$ cat config.mk
export PLATFORM = sky130hd
export DESIGN_NAME = cpu_top
export DESIGN_NICKNAME = d
export VERILOG_FILES = /design/src/rtl/cpu_top.sv
export SDC_FILE = /design/constraint.sdc
export NUM_CORES = 2
export LEC_CHECK = 0
export CORE_ASPECT_RATIO = 1.5
export CORE_MARGIN = 2
export CORE_UTILIZATION = 40
export DETAILED_ROUTE_END_ITERATION = 10
export GPL_TIMING_DRIVEN = 0
export PLACE_DENSITY = 0.54
export SETUP_SLACK_MARGIN = 0.05
export SLEW_MARGIN = 20
export SYNTH_ARGS = -nofsm -noshare
export SYNTH_HDL_FRONTEND = slang
export SYNTH_SLANG_ARGS = --single-unit
export TNS_END_PERCENT = 30
$ cat constraint.sdc
create_clock -name clk -period 8.19 [get_ports clk]
set_input_delay 2.0475 -clock clk [delete_from_list [all_inputs] [get_ports clk]]
set_output_delay 2.0475 -clock clk [all_outputs]
set_load 0.02 [all_outputs]
$ cat src/rtl/cpu_top.sv
// Multi-cycle (5-state) 32-bit CPU core with external synchronous instruction
// and data memories; one instruction retires every five clocks.

module cpu_regfile (
    input  logic        clk,
    input  logic        rst,
    input  logic        we_i,
    input  logic [4:0]  waddr_i,
    input  logic [31:0] wdata_i,
    input  logic [4:0]  raddr_a_i,
    input  logic [4:0]  raddr_b_i,
    output logic [31:0] rdata_a_o,
    output logic [31:0] rdata_b_o
);
    // Flop-based so that every register can be cleared by reset.
    logic [31:0] rw_reg [32];

    always_ff @(posedge clk) begin
        if (rst) begin
            for (int i = 0; i < 32; i++) begin
                rw_reg[i] <= '0;
            end
        end else if (we_i) begin
            rw_reg[waddr_i] <= wdata_i;
        end
    end

    assign rdata_a_o = rw_reg[raddr_a_i];
    assign rdata_b_o = rw_reg[raddr_b_i];
endmodule

module cpu_top (
    input  logic        clk,
    input  logic        rst,
    input  logic [31:0] instruction,
    output logic [9:0]  pc,
    output logic        IM_enable,
    output logic        IM_read,
    output logic        IM_write,
    output logic        DM_enable,
    output logic        DM_read,
    output logic        DM_write,
    output logic [11:0] DM_address,
    output logic [31:0] DM_in,
    input  logic [31:0] DM_out,
    output logic        alu_overflow
);
    typedef enum logic [2:0] {
        S_FETCH, S_DECODE, S_EXEC, S_MEM, S_WB
    } state_t;

    localparam logic [5:0] OP_ALU1 = 6'b100000;
    localparam logic [5:0] OP_MOVI = 6'b100010;
    localparam logic [5:0] OP_ADDI = 6'b101000;
    localparam logic [5:0] OP_ORI  = 6'b101100;
    localparam logic [5:0] OP_XORI = 6'b101011;
    localparam logic [5:0] OP_LWI  = 6'b000010;
    localparam logic [5:0] OP_SWI  = 6'b001010;

    localparam logic [4:0] SUB_ADD   = 5'b00000;
    localparam logic [4:0] SUB_SUB   = 5'b00001;
    localparam logic [4:0] SUB_AND   = 5'b00010;
    localparam logic [4:0] SUB_XOR   = 5'b00011;
    localparam logic [4:0] SUB_OR    = 5'b00100;
    localparam logic [4:0] SUB_SLLI  = 5'b01000;
    localparam logic [4:0] SUB_SRLI  = 5'b01001;
    localparam logic [4:0] SUB_ROTRI = 5'b01011;

    state_t      state_q, state_d;
    logic [9:0]  pc_q, pc_d;
    logic [31:0] ir_q, ir_d;
    logic [31:0] result_q, result_d;
    logic        ovf_q, ovf_d;

    logic [5:0]  opcode;
    logic [4:0]  rt, ra, rb, subop;
    logic [31:0] rdata_a, rdata_b;
    logic [31:0] imm15_sx, imm15_zx;
    logic        is_lwi, is_swi;
    logic        alu_valid, alu_ovf;
    logic [31:0] alu_res;
    logic        rf_we;
    logic [31:0] rf_wdata;

    assign opcode   = ir_q[30:25];
    assign rt       = ir_q[24:20];
    assign ra       = ir_q[19:15];
    assign rb       = ir_q[14:10];
    assign subop    = ir_q[4:0];
    assign imm15_sx = {{17{ir_q[14]}}, ir_q[14:0]};
    assign imm15_zx = {17'd0, ir_q[14:0]};
    assign is_lwi   = !ir_q[31] && (opcode == OP_LWI);
    assign is_swi   = !ir_q[31] && (opcode == OP_SWI);

    // Port B doubles as the store-data read for SWI.
    cpu_regfile REGFILE (
        .clk       (clk),
        .rst       (rst),
        .we_i      (rf_we),
        .waddr_i   (rt),
        .wdata_i   (rf_wdata),
        .raddr_a_i (ra),
        .raddr_b_i (is_swi ? rt : rb),
        .rdata_a_o (rdata_a),
        .rdata_b_o (rdata_b)
    );

    always_comb begin
        alu_valid = 1'b0;
        alu_ovf   = 1'b0;
        alu_res   = '0;
        if (!ir_q[31]) begin
            case (opcode)
                OP_MOVI: begin
                    alu_valid = 1'b1;
                    alu_res   = {{12{ir_q[19]}}, ir_q[19:0]};
                end
                OP_ADDI: begin
                    alu_valid = 1'b1;
                    alu_res   = rdata_a + imm15_sx;
                    alu_ovf   = (rdata_a[31] == imm15_sx[31]) && (alu_res[31] != rdata_a[31]);
                end
                OP_ORI: begin
                    alu_valid = 1'b1;
                    alu_res   = rdata_a | imm15_zx;
                end
                OP_XORI: begin
                    alu_valid = 1'b1;
                    alu_res   = rdata_a ^ imm15_zx;
                end
                OP_ALU1: begin
                    alu_valid = 1'b1;
                    case (subop)
                        SUB_ADD: begin
                            alu_res = rdata_a + rdata_b;
                            alu_ovf = (rdata_a[31] == rdata_b[31]) && (alu_res[31] != rdata_a[31]);
                        end
                        SUB_SUB: begin
                            alu_res = rdata_a - rdata_b;
                            alu_ovf = (rdata_a[31] != rdata_b[31]) && (alu_res[31] != rdata_a[31]);
                        end
                        SUB_AND:  alu_res = rdata_a & rdata_b;
                        SUB_XOR:  alu_res = rdata_a ^ rdata_b;
                        SUB_OR:   alu_res = rdata_a | rdata_b;
                        SUB_SLLI: alu_res = rdata_a << rb;
                        SUB_SRLI: alu_res = rdata_a >> rb;
                        // A zero rotate would otherwise shift left by the full width.
                        SUB_ROTRI: alu_res = (rb == 5'd0) ? rdata_a :
                                   ((rdata_a >> rb) | (rdata_a << (6'd32 - {1'b0, rb})));
                        default:  alu_valid = 1'b0;
                    endcase
                end
                default: alu_valid = 1'b0;
            endcase
        end
    end

    always_comb begin
        state_d  = state_q;
        pc_d     = pc_q;
        ir_d     = ir_q;
        result_d = result_q;
        ovf_d    = ovf_q;
        case (state_q)
            S_FETCH:  state_d = S_DECODE;
            S_DECODE: begin
                state_d = S_EXEC;
                ir_d    = instruction;
            end
            S_EXEC: begin
                state_d  = S_MEM;
                result_d = alu_res;
                if (alu_valid) begin
                    ovf_d = alu_ovf;
                end
            end
            S_MEM: state_d = S_WB;
            S_WB: begin
                state_d = S_FETCH;
                pc_d    = pc_q + 10'd4;
            end
            default: state_d = S_FETCH;
        endcase
    end

    always_ff @(posedge clk) begin
        if (rst) begin
            state_q  <= S_FETCH;
            pc_q     <= '0;
            ir_q     <= '0;
            result_q <= '0;
            ovf_q    <= 1'b0;
        end else begin
            state_q  <= state_d;
            pc_q     <= pc_d;
            ir_q     <= ir_d;
            result_q <= result_d;
            ovf_q    <= ovf_d;
        end
    end

    // Writeback only for legal ALU-class ops and LWI; stores never reach here.
    assign rf_we    = !rst && (state_q == S_WB) && (alu_valid || is_lwi);
    assign rf_wdata = is_lwi ? DM_out : result_q;

    assign pc           = pc_q;
    assign alu_overflow = ovf_q;
    assign IM_enable    = !rst && (state_q == S_FETCH);
    assign IM_read      = !rst && (state_q == S_FETCH);
    assign IM_write     = 1'b0;
    assign DM_enable    = !rst && (state_q == S_MEM) && (is_lwi || is_swi);
    assign DM_read      = !rst && (state_q == S_MEM) && is_lwi;
    assign DM_write     = !rst && (state_q == S_MEM) && is_swi;
    assign DM_address   = rdata_a[11:0] + {ir_q[9:0], 2'b00};
    assign DM_in        = rdata_b;
endmodule

==> results.cfg, run 1 <==
[clock_tree]
clockRootBuffer = clkbuf_16
numCtsBuffers = 110
numClockSinks = 1105
cts_max_level = 3
clockBufferDepth = 3

[status]
status = aborted with a tool error
error = [ERROR GRT-0116] Global routing finished with congestion. Check the congestion regions in the DRC Viewer.
stop_stage = global routing

[die]
pin_count = 127
rows = 190
die_x_um = 350
initial_utilization = 0.403
die_h_um = 523

[synth]
synth_area_per_cell_um2 = 9.21
synth-main-ff-cell = edfxtp_1
synthArstFlopShare = 0
synthCells = 7816
synth_area_leaders = edfxtp_1 (43%), mux2i_1 (7.3%), nand2_1 (6.9%), nor2_1 (6.7%), mux4_2 (4.4%)
synth_edf_count = 1024
synth_largest_area_cell = edfxtp_1
synth.yosys.seq_area_share = 0.450
syn_area_um2 = 72000
synth_top_cell_area_share = 0.427
ys_types = 106
yosys_warnings = 0
synth-seq-cells = 1105

[grt]
first_global_vias = 82300
grt_usage = 0.673
grt_max_degree = 33
overflow = 355
grt_first_pass_wirelength_um = 837000

[place]
place_congestion = 1.19
place_hpwl_um = 421000
port_buffers = 123
per-stage QoR:
| stage | TNS [ps] | hold slack, ps | area [um^2] | setup slack (ps) | cells |
|---|---|---|---|---|---|
| after global placement | -332760 | 464 | 76200 | -8930 | 10300 |
| after CTS | -180 | 499 | 83700 | -151 | 10600 |
| after floorplan | 0 | 432 | 72000 | 1640 | 7818 |
| after detailed placement | -117250 | 495 | 78000 | -4030 | 10400 |
cells by family after synthesis:
group / count (synthesis) / synth area share
and+or+nand+nor: 3552 / 0.210
AOI/OAI and AO/OA: 1384 / 0.132
DFF: 1105 / 0.450
buffers and inverters: 859 / 0.0513
muxes: 689 / 0.121
adders and majority gates: 155 / 0.0274
xor gates and xnor gates: 71 / 0.00864
other: 1 / 0.0000521
repair_timing:
action | in CTS
endpoints found under the hold margin | 0
hold buffers | 0
gates resized for setup | 516
endpoints found under the setup margin | 73
setup buffers | 24
pin swaps | 19
synthesized netlist by cell type (all sizes together) (12+ instances only):
cell	n
nor2b	28
a31oi	62
nand2b	67
and3	89
dfxtp	81
a211oi	55
a21o	43
o21ai	222
clkbuf	549
o2111ai	13
nor4	36
mux4	141
a21oi	276
and4	14
o21bai	27
and2	17
nor3b	12
a221o	16
o31ai	19
nand2	1328
nor3	69
o221ai	30
mux2	21
xnor2	51
buf	176
ha	151
a311oi	106
edfxtp	1024
o21a	30
nor2	1292
nand3	532
xor2	20
a22oi	171
o22ai	92
inv	123
o211ai	62
nand4	22
mux2i	527
a221oi	40
routing by layer:
layer  GRT usage  overflow
met5       0.126         0
met4       0.729       176
met3       0.436         2
met2       0.884       176
met1       0.671         1
==> run 2: changes to the inputs <==
--- a/config.mk
+++ b/config.mk
@@ -5,13 +5,11 @@
 export SDC_FILE = /design/constraint.sdc
 export NUM_CORES = 2
 export LEC_CHECK = 0
-export CORE_ASPECT_RATIO = 1.5
 export CORE_MARGIN = 2
-export CORE_UTILIZATION = 40
+export CORE_UTILIZATION = 25
 export DETAILED_ROUTE_END_ITERATION = 10
 export GPL_TIMING_DRIVEN = 0
-export PLACE_DENSITY = 0.54
-export SETUP_SLACK_MARGIN = 0.05
+export PLACE_DENSITY_LB_ADDON = 0.15
 export SLEW_MARGIN = 20
 export SYNTH_ARGS = -nofsm -noshare
 export SYNTH_HDL_FRONTEND = slang
==> results.cfg, run 2 <==
[status]
status = finished with violations
violations = setup timing

[drt]
drt_wl_total_um = 553000
drtAntennaViolNets = 0
routedWlPerCell_um = 45.8
firstDrtPassIters = 6
route.detailed.drc = 0
num_vias = 74300
vias_per_cell = 6.16
first_iter_violations = 11900

[power_and_ir_drop]
power.density_nw_per_um2 = 233
leakagePower_nw = 29.4
ir_drop_mv = 0.156

[synth]
synth-main-ff-cell = edfxtp_1
ys_top_cells_by_count = nand2_1 (1327), nor2_1 (1288), edfxtp_1 (1024)
yosys_warnings = 0
synth.yosys.seq_area_share = 0.450
synth_edf_count = 1024
synth-seq-cells = 1105
synth_area_per_cell_um2 = 9.21
synth_largest_area_cell = edfxtp_1
ys_types = 106
synthArstFlopShare = 0
syn_area_um2 = 72000
synth_top_cell_area_share = 0.427
yosys.cell_count.top_type = nand2_1
synth_area_leaders = edfxtp_1 (43%), mux2i_1 (7.3%), nand2_1 (6.9%), nor2_1 (6.7%), mux4_2 (4.4%)
synthCells = 7816

[timing]
timing.hold.ws_ps = 515
worst_pin_slew_ps = 1330
setup_viol_count_final = 11
setup_ws_ps = -231
setup_tns_ps = -1070
final-max-slew-violation-count = 0
rsz0062_at_grt = yes
skew_ps = 75.0
max_freq_mhz = 119
post-route-period-util = 1.03
hold_violations = 0
slew_headroom = 0.113
min_period_ps = 8420

[die]
core_area_um2 = 286000
die_h_um = 541
rows = 196
pin_count = 127
initial_utilization = 0.252
die_x_um = 541
die_area_um2 = 292000

[clock_tree]
numClockSinks = 1105
clockRootBuffer = clkbuf_16
clockBufferDepth = 4
cts_max_level = 4
numCtsBuffers = 153
cts_tree = done
cts_hold_buf = 0
cts.clk_slew.worst_paths_ps = 60
clk_latency_ps = 890

[final_layout]
finalCoreUtilization = 0.302
fin_nets = 8396
syn2layout_area_growth_pct = 19.8
largest_reg_flops = 1024
layout_common_cells = nand2_1 (1326), nor2_1 (1283), edfxtp_1 (1024)
final_common_cell = nand2_1
drive_above_1_share = 0.124

[place]
place_hpwl_um = 414000
place_congestion = 1.05
port_buffers = 123

[grt]
first_global_vias = 69100
grt_max_degree = 33
grt_busiest_layer = met2
grt_util_met3 = 0.0968
grt_usage = 0.365
grt_first_pass_wirelength_um = 704000
overflow = 0
use_met2 = 0.537
use_met1 = 0.446
antenna_found_initial = 45

[hold_path]
holdCritPathClass = reg2reg

[worst_setup_path]
slowest_stage = a221oi_1
cp_max_fo = 17
critPathMaxStageDelay_ps = 860
critPathLaunchType = flop
r2r-start = ir_q[11]
worstRegToRegCells = 17
crit_top_cell = clkbuf_1
cp.required_ps = 8960
r2r_slack_ps = -230
crit_end = result_q[12]
r2r_end = result_q[12]
crit_path_end_kind = flop
critical_path_arrival_ps = 9190
crit_type = reg2reg
startpoint = ir_q[11]
path_cells = clkbuf_1 > buf_1 > inv_2 > clkbuf_1 > clkbuf_1 > buf_2 > ha_1 > xnor2_2 > clkbuf_1 > mux4_2 > mux2i_1 > mux2i_1 > o21ai_0 > nand2_1 > a221oi_1 > a2111o_1 > o211a_1

[flow_run]
drv_cap = 0
-- run 2: cell families (layout without fill, tap and decap cells) --
logic type	after synthesis	in the layout	synth area share
simple gates	3552	3552	0.210
compound gates	1384	1384	0.132
fa+ha+maj	155	155	0.0274
other cells	1	28	0.0000521
mux	689	689	0.121
flops	1105	1105	0.450
buf+inv	859	1320	0.0513
xor+xnor	71	71	0.00864
-- run 2: final cells by class --
class,count,area (um^2)
fillers,30200,200000
multi-input cells,5854,37100
flip-flops and latches,1105,32400
well taps,3762,4710
clock buffers,190,4010
plain buffers,714,3960
repair buffers,213,2860
clock inverters,69,567
inverters,134,520
diodes,25,62.6
-- run 2: worst max-delay path, delay by kind of cell (launching register included) --
| kind | cells | cell delay, ps |
|---|---|---|
| AOI/OAI and AO/OA | 4 | 2010 |
| adders and majority gates | 1 | 360 |
| muxes | 3 | 800 |
| xor gates and xnor gates | 1 | 700 |
| and+or+nand+nor | 1 | 110 |
| DFF | 1 | 490 |
| buffers and inverters | 7 | 3860 |
-- run 2: layer usage --
| metal | vias to the layer above | part of all wire |
|---|---|---|
| met5 | - | 0.00022 |
| met4 | 18 | 0.10 |
| met3 | 1558 | 0.10 |
| met2 | 5726 | 0.42 |
| met1 | 37900 | 0.38 |
| li1 | 29100 | - |
-- run 2: where the power goes --
part / internal, W / switching (W) / total (W)
Sequential: 0.00634 / 0.000147 / 0.00649
Combinational: 0.00191 / 0.00506 / 0.00696
Clock: 0.00373 / 0.00289 / 0.00662
Total: 0.0120 / 0.00809 / 0.0201
-- run 2: timing repair --
item | in CTS | in global routing
resized for setup | 382 | 141
endpoints found under the setup margin | 71 | 41
pin swaps | 17 | 10
buffers inserted | 17 | 4
hold endpoints to repair | 0 | 0
-- run 2: through the flow --
step	instances	setup slack [ps]	power (W)	cell area [um^2]
finish	12100	-231	0.0201	86200
global route	12000	-174	0.0203	86100
CTS	12000	-62.4	0.0196	85800
detailed placement	11800	-2510	0.0130	80100
global placement	11700	-5640	0.0129	77900
floorplan	7818	1640	0.00971	72000
-- run 2: worst min path at each step --
stage / startpoint / cells past startpoint / endpoint / slack, ps
2_1_floorplan: result_q[20] / 2 / result_q[20] / 430
3_3_place_gp: result_q[14] / 1 / result_q[14] / 480
3_5_place_dp: ir_q[30] / 2 / ir_q[30] / 510
4_1_cts: pc[9] / 2 / pc[9] / 530
5_1_grt: ir_q[8] / 2 / ir_q[8] / 570
6_report: pc[9] / 2 / pc[9] / 510
(Power assumes the default switching activity.)
